==> src/rtl/conv_pkg.sv <==
// Shared definitions for the convolution frame controller: FSM state encoding
// and the default derivations of the flush length and expected output count.
package conv_pkg;

    typedef enum logic [2:0] {
        IDLE,
        FEED,
        FLUSH,
        DRAIN,
        DONE
    } conv_state_t;

    // A 3x3 window needs one full line plus two pixels of trailing zeros to drain.
    function automatic int flush_px_default(input int img_w);
        return img_w + 2;
    endfunction

    function automatic int exp_out_default(input int img_w, input int img_h);
        return (img_w - 2) * (img_h - 2);
    endfunction

endpackage

==> src/rtl/conv_frame_ctrl.sv <==
// Frame sequencer for a 3x3 convolution: feeds a frame of pixels, flushes the
// window with zeros, then waits for the expected number of results.
module conv_frame_ctrl
    import conv_pkg::*;
#(
    parameter int IMG_W    = 640,
    parameter int IMG_H    = 960,
    parameter int PIX_W    = 8,
    parameter int FLUSH_PX = flush_px_default(IMG_W),
    parameter int EXP_OUT  = exp_out_default(IMG_W, IMG_H),
    parameter int DRAIN_TO = 4096
) (
    input  logic             clk,
    input  logic             rstn,
    input  logic             start,
    input  logic             abort,
    input  logic             src_valid,
    input  logic [PIX_W-1:0] src_px,
    output logic             src_ready,
    output logic             conv_valid_in,
    output logic [PIX_W-1:0] conv_px_in,
    input  logic             conv_valid_out,
    input  logic             fifo_almost_full,
    output logic             busy,
    output logic             done,
    output logic             err_timeout,
    output logic             err_overflow,
    output logic [31:0]      in_count,
    output logic [31:0]      out_count,
    output logic [31:0]      cycle_count
);

    localparam logic [31:0] LAST_PX    = 32'(IMG_W * IMG_H - 1);
    localparam logic [31:0] FLUSH_LAST = 32'(FLUSH_PX - 1);
    localparam logic [31:0] DRAIN_LAST = 32'(DRAIN_TO - 1);
    localparam logic [31:0] EXP_CNT    = 32'(EXP_OUT);

    conv_state_t state, state_next;

    logic [31:0] flush_cnt;
    logic [31:0] drain_cnt;
    logic [31:0] out_count_nxt;
    logic        accept;
    logic        inject;
    logic        out_inc;
    logic        clear;
    logic        drain_expired;

    assign busy      = (state == FEED) || (state == FLUSH) || (state == DRAIN);
    assign src_ready = (state == FEED) && !fifo_almost_full;

    always_ff @(posedge clk) begin
        if (!rstn) state <= IDLE;
        else       state <= state_next;
    end

    // Abort overrides every transition and suppresses all side effects of the cycle.
    always_comb begin
        state_next    = state;
        accept        = 1'b0;
        inject        = 1'b0;
        clear         = 1'b0;
        drain_expired = 1'b0;
        out_inc       = busy && conv_valid_out && !abort;
        out_count_nxt = out_count + {31'b0, out_inc};
        case (state)
            IDLE, DONE: begin
                if (start) begin
                    state_next = FEED;
                    clear      = 1'b1;
                end
            end
            FEED: begin
                accept = src_valid && !fifo_almost_full;
                if (accept && in_count == LAST_PX) state_next = FLUSH;
            end
            FLUSH: begin
                inject = !fifo_almost_full;
                if (inject && flush_cnt == FLUSH_LAST) state_next = DRAIN;
            end
            DRAIN: begin
                if (out_count_nxt == EXP_CNT) begin
                    state_next = DONE;
                end else if (drain_cnt == DRAIN_LAST) begin
                    state_next    = DONE;
                    drain_expired = 1'b1;
                end
            end
            default: state_next = IDLE;
        endcase
        if (abort) begin
            state_next    = IDLE;
            accept        = 1'b0;
            inject        = 1'b0;
            clear         = 1'b0;
            drain_expired = 1'b0;
        end
    end

    always_ff @(posedge clk) begin
        if (!rstn) begin
            conv_valid_in <= 1'b0;
            conv_px_in    <= '0;
            done          <= 1'b0;
            err_timeout   <= 1'b0;
            err_overflow  <= 1'b0;
            in_count      <= '0;
            out_count     <= '0;
            cycle_count   <= '0;
            flush_cnt     <= '0;
            drain_cnt     <= '0;
        end else begin
            conv_valid_in <= accept || inject;
            done          <= (state_next == DONE);
            if (accept)      conv_px_in <= src_px;
            else if (inject) conv_px_in <= '0;
            if (clear) begin
                err_timeout  <= 1'b0;
                err_overflow <= 1'b0;
                in_count     <= '0;
                out_count    <= '0;
                cycle_count  <= '0;
                flush_cnt    <= '0;
                drain_cnt    <= '0;
            end else begin
                if (accept)                          in_count    <= in_count + 32'd1;
                if (out_inc)                         out_count   <= out_count_nxt;
                if (out_inc && out_count_nxt > EXP_CNT) err_overflow <= 1'b1;
                if (busy && !abort)                  cycle_count <= cycle_count + 32'd1;
                if (inject)                          flush_cnt   <= flush_cnt + 32'd1;
                if (state == DRAIN && !abort)        drain_cnt   <= drain_cnt + 32'd1;
                if (drain_expired)                   err_timeout <= 1'b1;
            end
        end
    end

endmodule

==> config.mk <==
export PLATFORM = sky130hd
export DESIGN_NAME = conv_frame_ctrl
export DESIGN_NICKNAME = d
export VERILOG_FILES = /design/src/rtl/conv_pkg.sv /design/src/rtl/conv_frame_ctrl.sv
export SDC_FILE = /design/constraint.sdc
export NUM_CORES = 1
export LEC_CHECK = 0
export CAP_MARGIN = 25
export CORE_MARGIN = 2
export CORE_UTILIZATION = 30
export DETAILED_ROUTE_END_ITERATION = 16
export GPL_TIMING_DRIVEN = 0
export PLACE_DENSITY = 0.55
export SLEW_MARGIN = 0
export SYNTH_ARGS = -nofsm -noshare
export SYNTH_HDL_FRONTEND = slang
export SYNTH_SLANG_ARGS = --single-unit
==> constraint.sdc <==
create_clock -name clk -period 3.8 [get_ports clk]
set_clock_uncertainty 0.1 [all_clocks]
set_input_delay 0.76 -clock clk [delete_from_list [all_inputs] [get_ports clk]]
set_output_delay 0.76 -clock clk [all_outputs]
set_load 0.02 [all_outputs]
### Word-level counts from Yosys, hierarchy flattened

Cells that the tools add are included.

| word-level totals | value |
|---|---|
| output and inout port bits | 110 |
| word-level logic and storage cells | 65 |
| register bits | 175 |

| operators by class | value |
|---|---|
| bitwise operators | 1 |
| magnitude comparators | 1 |
| add/subtract/negate cells | 5 |
| multiplexer cells | 20 |
| reduce and logical (&&, ||, !) cells | 18 |
| equality and inequality tests | 9 |

Operators with widths:

| operator | count |
|---|---|
| 32-bit by 1-bit adder with 32-bit output, second input constant | 4 |
| 32-bit by 20-bit == test with 1-bit output, second input constant | 2 |
| 32-bit by 1-bit adder with 32-bit output | 1 |
| 32-bit by 10-bit == test with 1-bit output, second input constant | 1 |
| 32-bit by 12-bit == test with 1-bit output, second input constant | 1 |
| 32-bit by 20-bit greater-than comparator with 1-bit output, second input constant | 1 |
| 3-bit two-way mux | 6 |
| 8-bit two-way mux | 2 |
| 3-bit case mux with 4 select lines | 1 |
| 1-bit two-way mux | 11 |
| 1-bit logical AND | 9 |
| 3-bit by 2-bit == test with 1-bit output, second input constant | 2 |
| 3-bit == test, second input constant | 2 |
| 2-bit OR reduction | 2 |
| 3-bit by 1-bit == test with 1-bit output, second input constant | 1 |
| 3-bit logical NOT | 1 |
| 1-bit logical OR | 3 |
| 1-bit logical NOT | 2 |
| 2-bit nonzero test | 1 |
| 1-bit NOT | 1 |

### Logic depth before layout (Yosys ltp)

| depth | value |
|---|---|
| word-level depth | 11 |
| gate-level depth with buffers | 16 |
| mapped depth without buffers | 14 |

### Least setup slack after synthesis

No wires, ideal clock.

| path | value |
|---|---|
| path kind | input to register |
| start point | input port abort |
| end point | register err_timeout |
| slack | -296 ps |
| setup time | 117 ps |
| stages | 14 |
| arrival | 3,879 ps |
| path buffers | 1 |
| cells stage by stage | nor3_2 -> nand2_1 -> inv_1 -> clkbuf_1 -> ha_1 -> ha_1 -> nand3_4 -> or4_4 -> nor2_4 -> nand4_1 -> a21oi_2 -> nand4_2 -> or2_4 -> a32o_1 |

| on the way | value |
|---|---|
| longest elaborated chain between the ends | 7 |

RTL lines:

| item | RTL line | text |
|---|---|---|
| start, declared | conv_frame_ctrl.sv:16 | `input logic abort,` |
| 1-bit logical NOT | conv_frame_ctrl.sv:64 | `out_inc = busy && conv_valid_out && !abort;` |
| 1-bit logical AND | conv_frame_ctrl.sv:64 |  |
| net out_inc | conv_frame_ctrl.sv:45 | `logic out_inc;` |
| 32-bit by 1-bit adder with 32-bit output | conv_frame_ctrl.sv:65 | `out_count_nxt = out_count + {31'b0, out_inc};` |
| 32-bit by 20-bit == test with 1-bit output | conv_frame_ctrl.sv:82 | `if (out_count_nxt == EXP_CNT) begin` |
| 1-bit two-way mux | conv_frame_ctrl.sv:82 |  |
| 1-bit two-way mux | conv_frame_ctrl.sv:66 | `case (state)` |
| 1-bit two-way mux | conv_frame_ctrl.sv:91 | `if (abort) begin` |
| end signal, assigned | conv_frame_ctrl.sv:105 | `err_timeout <= 1'b0;` |
| end signal, assigned | conv_frame_ctrl.sv:118 | `err_timeout <= 1'b0;` |
| end signal, assigned | conv_frame_ctrl.sv:132 | `if (drain_expired) err_timeout <= 1'b1;` |
| end, declared | conv_frame_ctrl.sv:26 | `output logic err_timeout,` |

The timed path passes the listed nets, and every way through them passes these cells.
A chain may end at the register's enable or synchronous reset.

### Worst setup path after layout

| path | value |
|---|---|
| start point | register state[0] |
| end point | register err_timeout |

| on the way | value |
|---|---|
| longest elaborated chain between the ends | 10 |

RTL lines:

| item | RTL line | text |
|---|---|---|
| start, declared | conv_frame_ctrl.sv:38 | `conv_state_t state, state_next;` |
| start signal, assigned | conv_frame_ctrl.sv:54 | `else state <= state_next;` |
| 3-bit by 1-bit == test with 1-bit output or 3-bit by 2-bit == test with 1-bit output (tied branches) | conv_frame_ctrl.sv:49 | `assign busy = (state == FEED) \|\| (state == FLUSH) \|\| (state == DRAIN);` |
| 1-bit logical OR | conv_frame_ctrl.sv:49 |  |
| 1-bit logical OR (*) | conv_frame_ctrl.sv:49 |  |
| 1-bit logical AND (*) (2 in series) | conv_frame_ctrl.sv:64 |  |
| net out_inc | conv_frame_ctrl.sv:45 |  |
| 32-bit by 1-bit adder with 32-bit output (*) | conv_frame_ctrl.sv:65 |  |
| 32-bit by 20-bit == test with 1-bit output (*) | conv_frame_ctrl.sv:82 |  |
| 1-bit two-way mux (*) | conv_frame_ctrl.sv:82 |  |
| 1-bit two-way mux (*) | conv_frame_ctrl.sv:66 |  |
| 1-bit two-way mux (*) | conv_frame_ctrl.sv:91 |  |

Mark *: on every way through the listed nets, which the timed path passes. The rest lies on a longest branch.

==> flow_metrics.tcl <==
set metrics [dict create \
    outcome "complete, no violations" \
    row_count 61 \
    setup_viol 0 \
    synth_xor_area_frac 0.139 \
    hp-class "reg -> reg" \
    die_area_sq_mm 0.0296 \
    combinationalPowerShare 0.031 \
    cp.required_ns 4.03 \
    worstMarginPinSlew_ns 1.05 \
    ant_nets 0 \
    io_pins 125 \
    tns_ns 0 \
    timing.hold.ws_ns 0.378 \
    syn_inst 1011 \
    vias 7633 \
    grt_antenna_before_repair 1 \
    drc_errors 0 \
    nets 1185 \
    start_util 0.305 \
    cp_max_fo 10 \
    clock.fmax_mhz 277 \
    grt_pass1_vias 7011 \
    cp_cell_sequence "clkbuf_4, nor2_1, nor3_4, nand2_2, inv_2, clkbuf_8, ha_4, ha_4, nand3_4, or4_4, nor2_4, buf_4, xnor2_1, nand4_1, or2_4, a32o_1" \
    syn-num-nets 1033 \
    arrival_ns 3.83 \
    p_switching_mw 0.880 \
    final_util 0.392 \
    grt-ovfl-total 0 \
    worst-path-buf-inv 4 \
    max-vdd-ir-drop_mv 0.214 \
    fillers 2850 \
    fin_crit_ns 3.61 \
    wl_um 23000 \
    synthArstFlopShare 0 \
    syn_area_sq_mm 0.00846 \
    maxSlewViolCount 0 \
    multiInputGateArea_sq_mm 0.00476 \
    h-tree-depth 4 \
    synth_compound_area_frac 0.0784 \
    dp.final_hpwl_um 16700 \
    drt_iter0_markers 530 \
    place_congestion 0.827 \
    root_buffer "clkbuf_16" \
    dieWidth_um 172 \
    detail_route.first_pass.iterations 5 \
    leakage_nw 3.58 \
    avgRoutedWirePerCell_um 14.8 \
    pwr_density_cell_mw_per_mm2 344 \
    slew_headroom 0.301 \
    syn_to_final_growth_pct 28.7 \
    cts_buffer_depth 2 \
    ys_seq_elements 175 \
    layout-drive-gt1-share 0.0715 \
    crit_path_start_kind "flip-flop" \
    cp_top_family "simple AND/OR/NAND/NOR gates" \
    drv_cap 0 \
    timing.final.crit_share 0.950 \
    slowest_stage "or4_4" \
    yosys_warnings 0 \
    crit_top_cell "ha_4" \
    finalPower_mw 3.75 \
    grt_util_all_layers 0.157 \
    viasPerCell 4.91 \
    placeableCoreArea_sq_mm 0.0278 \
    synth.area.mux_share 0.00488 \
    ys_seq_area_frac 0.414 \
    cp-end-kind "flip-flop" \
    clock_latency_ns 0.43 \
    chipHeight_um 172 \
    grt_max_degree 17 \
    crit_type "reg -> reg" \
    portBuffers 124 \
    power.internal_mw 2.87 \
    swShare 0.235 \
    clkSinkCount 175 \
    clockPowerShare 0.479 \
    synth_flop_cell "dfxtp_1" \
    ys_types 72 \
    hold_viol 0 \
    ctsHoldBuffers 0 \
    synth_top_family_by_area "simple AND/OR/NAND/NOR gates" \
    cts_made_buffers 17 \
    synth_edf_count 0 \
    syn_area_per_cell_sq_um 8.37 \
    clk_pin_slew_ns 0.07 \
    synth_fa_ha_area_frac 0.0104 \
    synth-simple-area-share 0.325 \
    cts_tree "built" \
    seqCellArea_sq_mm 0.00350 \
    power_frac_seq 0.489 \
    max_stage_delay_ns 0.57 \
    grt_first_pass_wirelength_um 36800 \
]
## power groups by stage
stage                     Clock, mW  Combinational [mW]  Sequential [mW]
after floorplan                   0              0.0570             1.88
after global placement            0               0.117             1.88
after detailed placement          0               0.116             1.88
after CTS                      1.84               0.120             1.84
after global routing           1.92               0.129             1.84
final                          1.80               0.117             1.84
## layout make-up
class                      count  share of cell area
clock inverter                13              0.0141
clock buffer                  18              0.0403
tap                          378              0.0434
timing repair buffer         134               0.120
multi-input combinational    784               0.437
sequential                   175               0.322
antenna                        1            0.000230
inverter                      11             0.00379
buffer                        40              0.0195
## logic make-up after synthesis
kind of cell             count (synthesis)
adder cells (fa/ha/maj)                  7
flip-flops                             175
XOR/XNOR                               134
buffers and inverters                   52
AND/OR/NAND/NOR                        531
AO/OA/AOI/OAI                          108
multiplexers                             4
## stage by stage
stage | setup slack [ns] | instance area [sq um] | std cells
detailed placement | -1.45 | 10200 | 1513
floorplan | 0.0140 | 8480 | 1011
global route | -0.00601 | 10900 | 1553
CTS | 0.0206 | 10900 | 1549
global placement | -1.44 | 10200 | 1513
finish | 0.191 | 10900 | 1554
## worst paths after layout
kind | start | end | slack (ns) | cells past startpoint
min | err_timeout | err_timeout | 0.38 | 1
max reg2reg | state[0] | err_timeout | 0.19 | 16
max | state[0] | err_timeout | 0.19 | 16
min reg2reg | err_timeout | err_timeout | 0.38 | 1
## metal layers
metal,GRT usage,part of all wire,routed length [um]
met1,0.207,0.47,10800
met2,0.251,0.45,10300
met3,0.0428,0.065,1500
met4,0.0482,0.019,447
met5,0,0,0
## state kept, by name, summed over array words and instances (netlist names), 3 cells and up
signal,count
out_count,32
in_count,32
flush_cnt,32
state,3
cycle_count,32
conv_px_in,8
drain_cnt,32
## layout by cell type (no fill, tap or decap), types with 11 or more instances in the layout
cell type / n
dfxtp_1: 175
nor2_1: 170
clkdlybuf4s50_1: 123
xor2_1: 88
nand2_1: 87
nand3_1: 58
xnor2_1: 46
nand4_1: 42
a21oi_1: 37
and3_1: 30
o21ai_0: 30
or3_1: 26
clkbuf_1: 24
nor4_1: 22
nor3_1: 21
clkbuf_16: 17
nor2b_1: 14
buf_4: 13
and4_1: 11
## synth_stat cells (2+ instances only)
cell type,n,share of area
and3_1,30,0.022
nor3_2,3,0.0035
xor2_1,88,0.091
nor4b_1,7,0.0072
o21ai_1,2,0.0012
nand2_1,88,0.039
nor4_1,22,0.016
and4_1,11,0.011
a22oi_1,10,0.0089
o211ai_1,3,0.0027
inv_1,11,0.0049
nand3_1,58,0.034
nor4_2,2,0.0030
o21ai_0,30,0.018
nor3_1,21,0.012
a21o_1,2,0.0018
mux2i_1,3,0.0035
a21oi_1,37,0.022
clkbuf_1,26,0.012
xnor2_1,46,0.048
buf_4,3,0.0027
dfxtp_1,175,0.41
nand3b_1,2,0.0018
buf_6,4,0.0053
nand2b_1,5,0.0037
nor2_1,170,0.075
and2_1,8,0.0059
o31ai_1,7,0.0062
nand4_1,42,0.031
nor2b_1,14,0.010
or3_1,26,0.019
buf_2,6,0.0035
ha_1,7,0.010
nand4b_1,4,0.0041
## what timing repair did
| item | in CTS | in global routing |
|---|---|---|
| gates resized for setup | 9 | 5 |
| setup buffers | 5 | 5 |
| endpoints found under the setup margin | 24 | 8 |
| pin swaps | 6 | 5 |
Note: power is estimated with default switching activity, not from simulation.
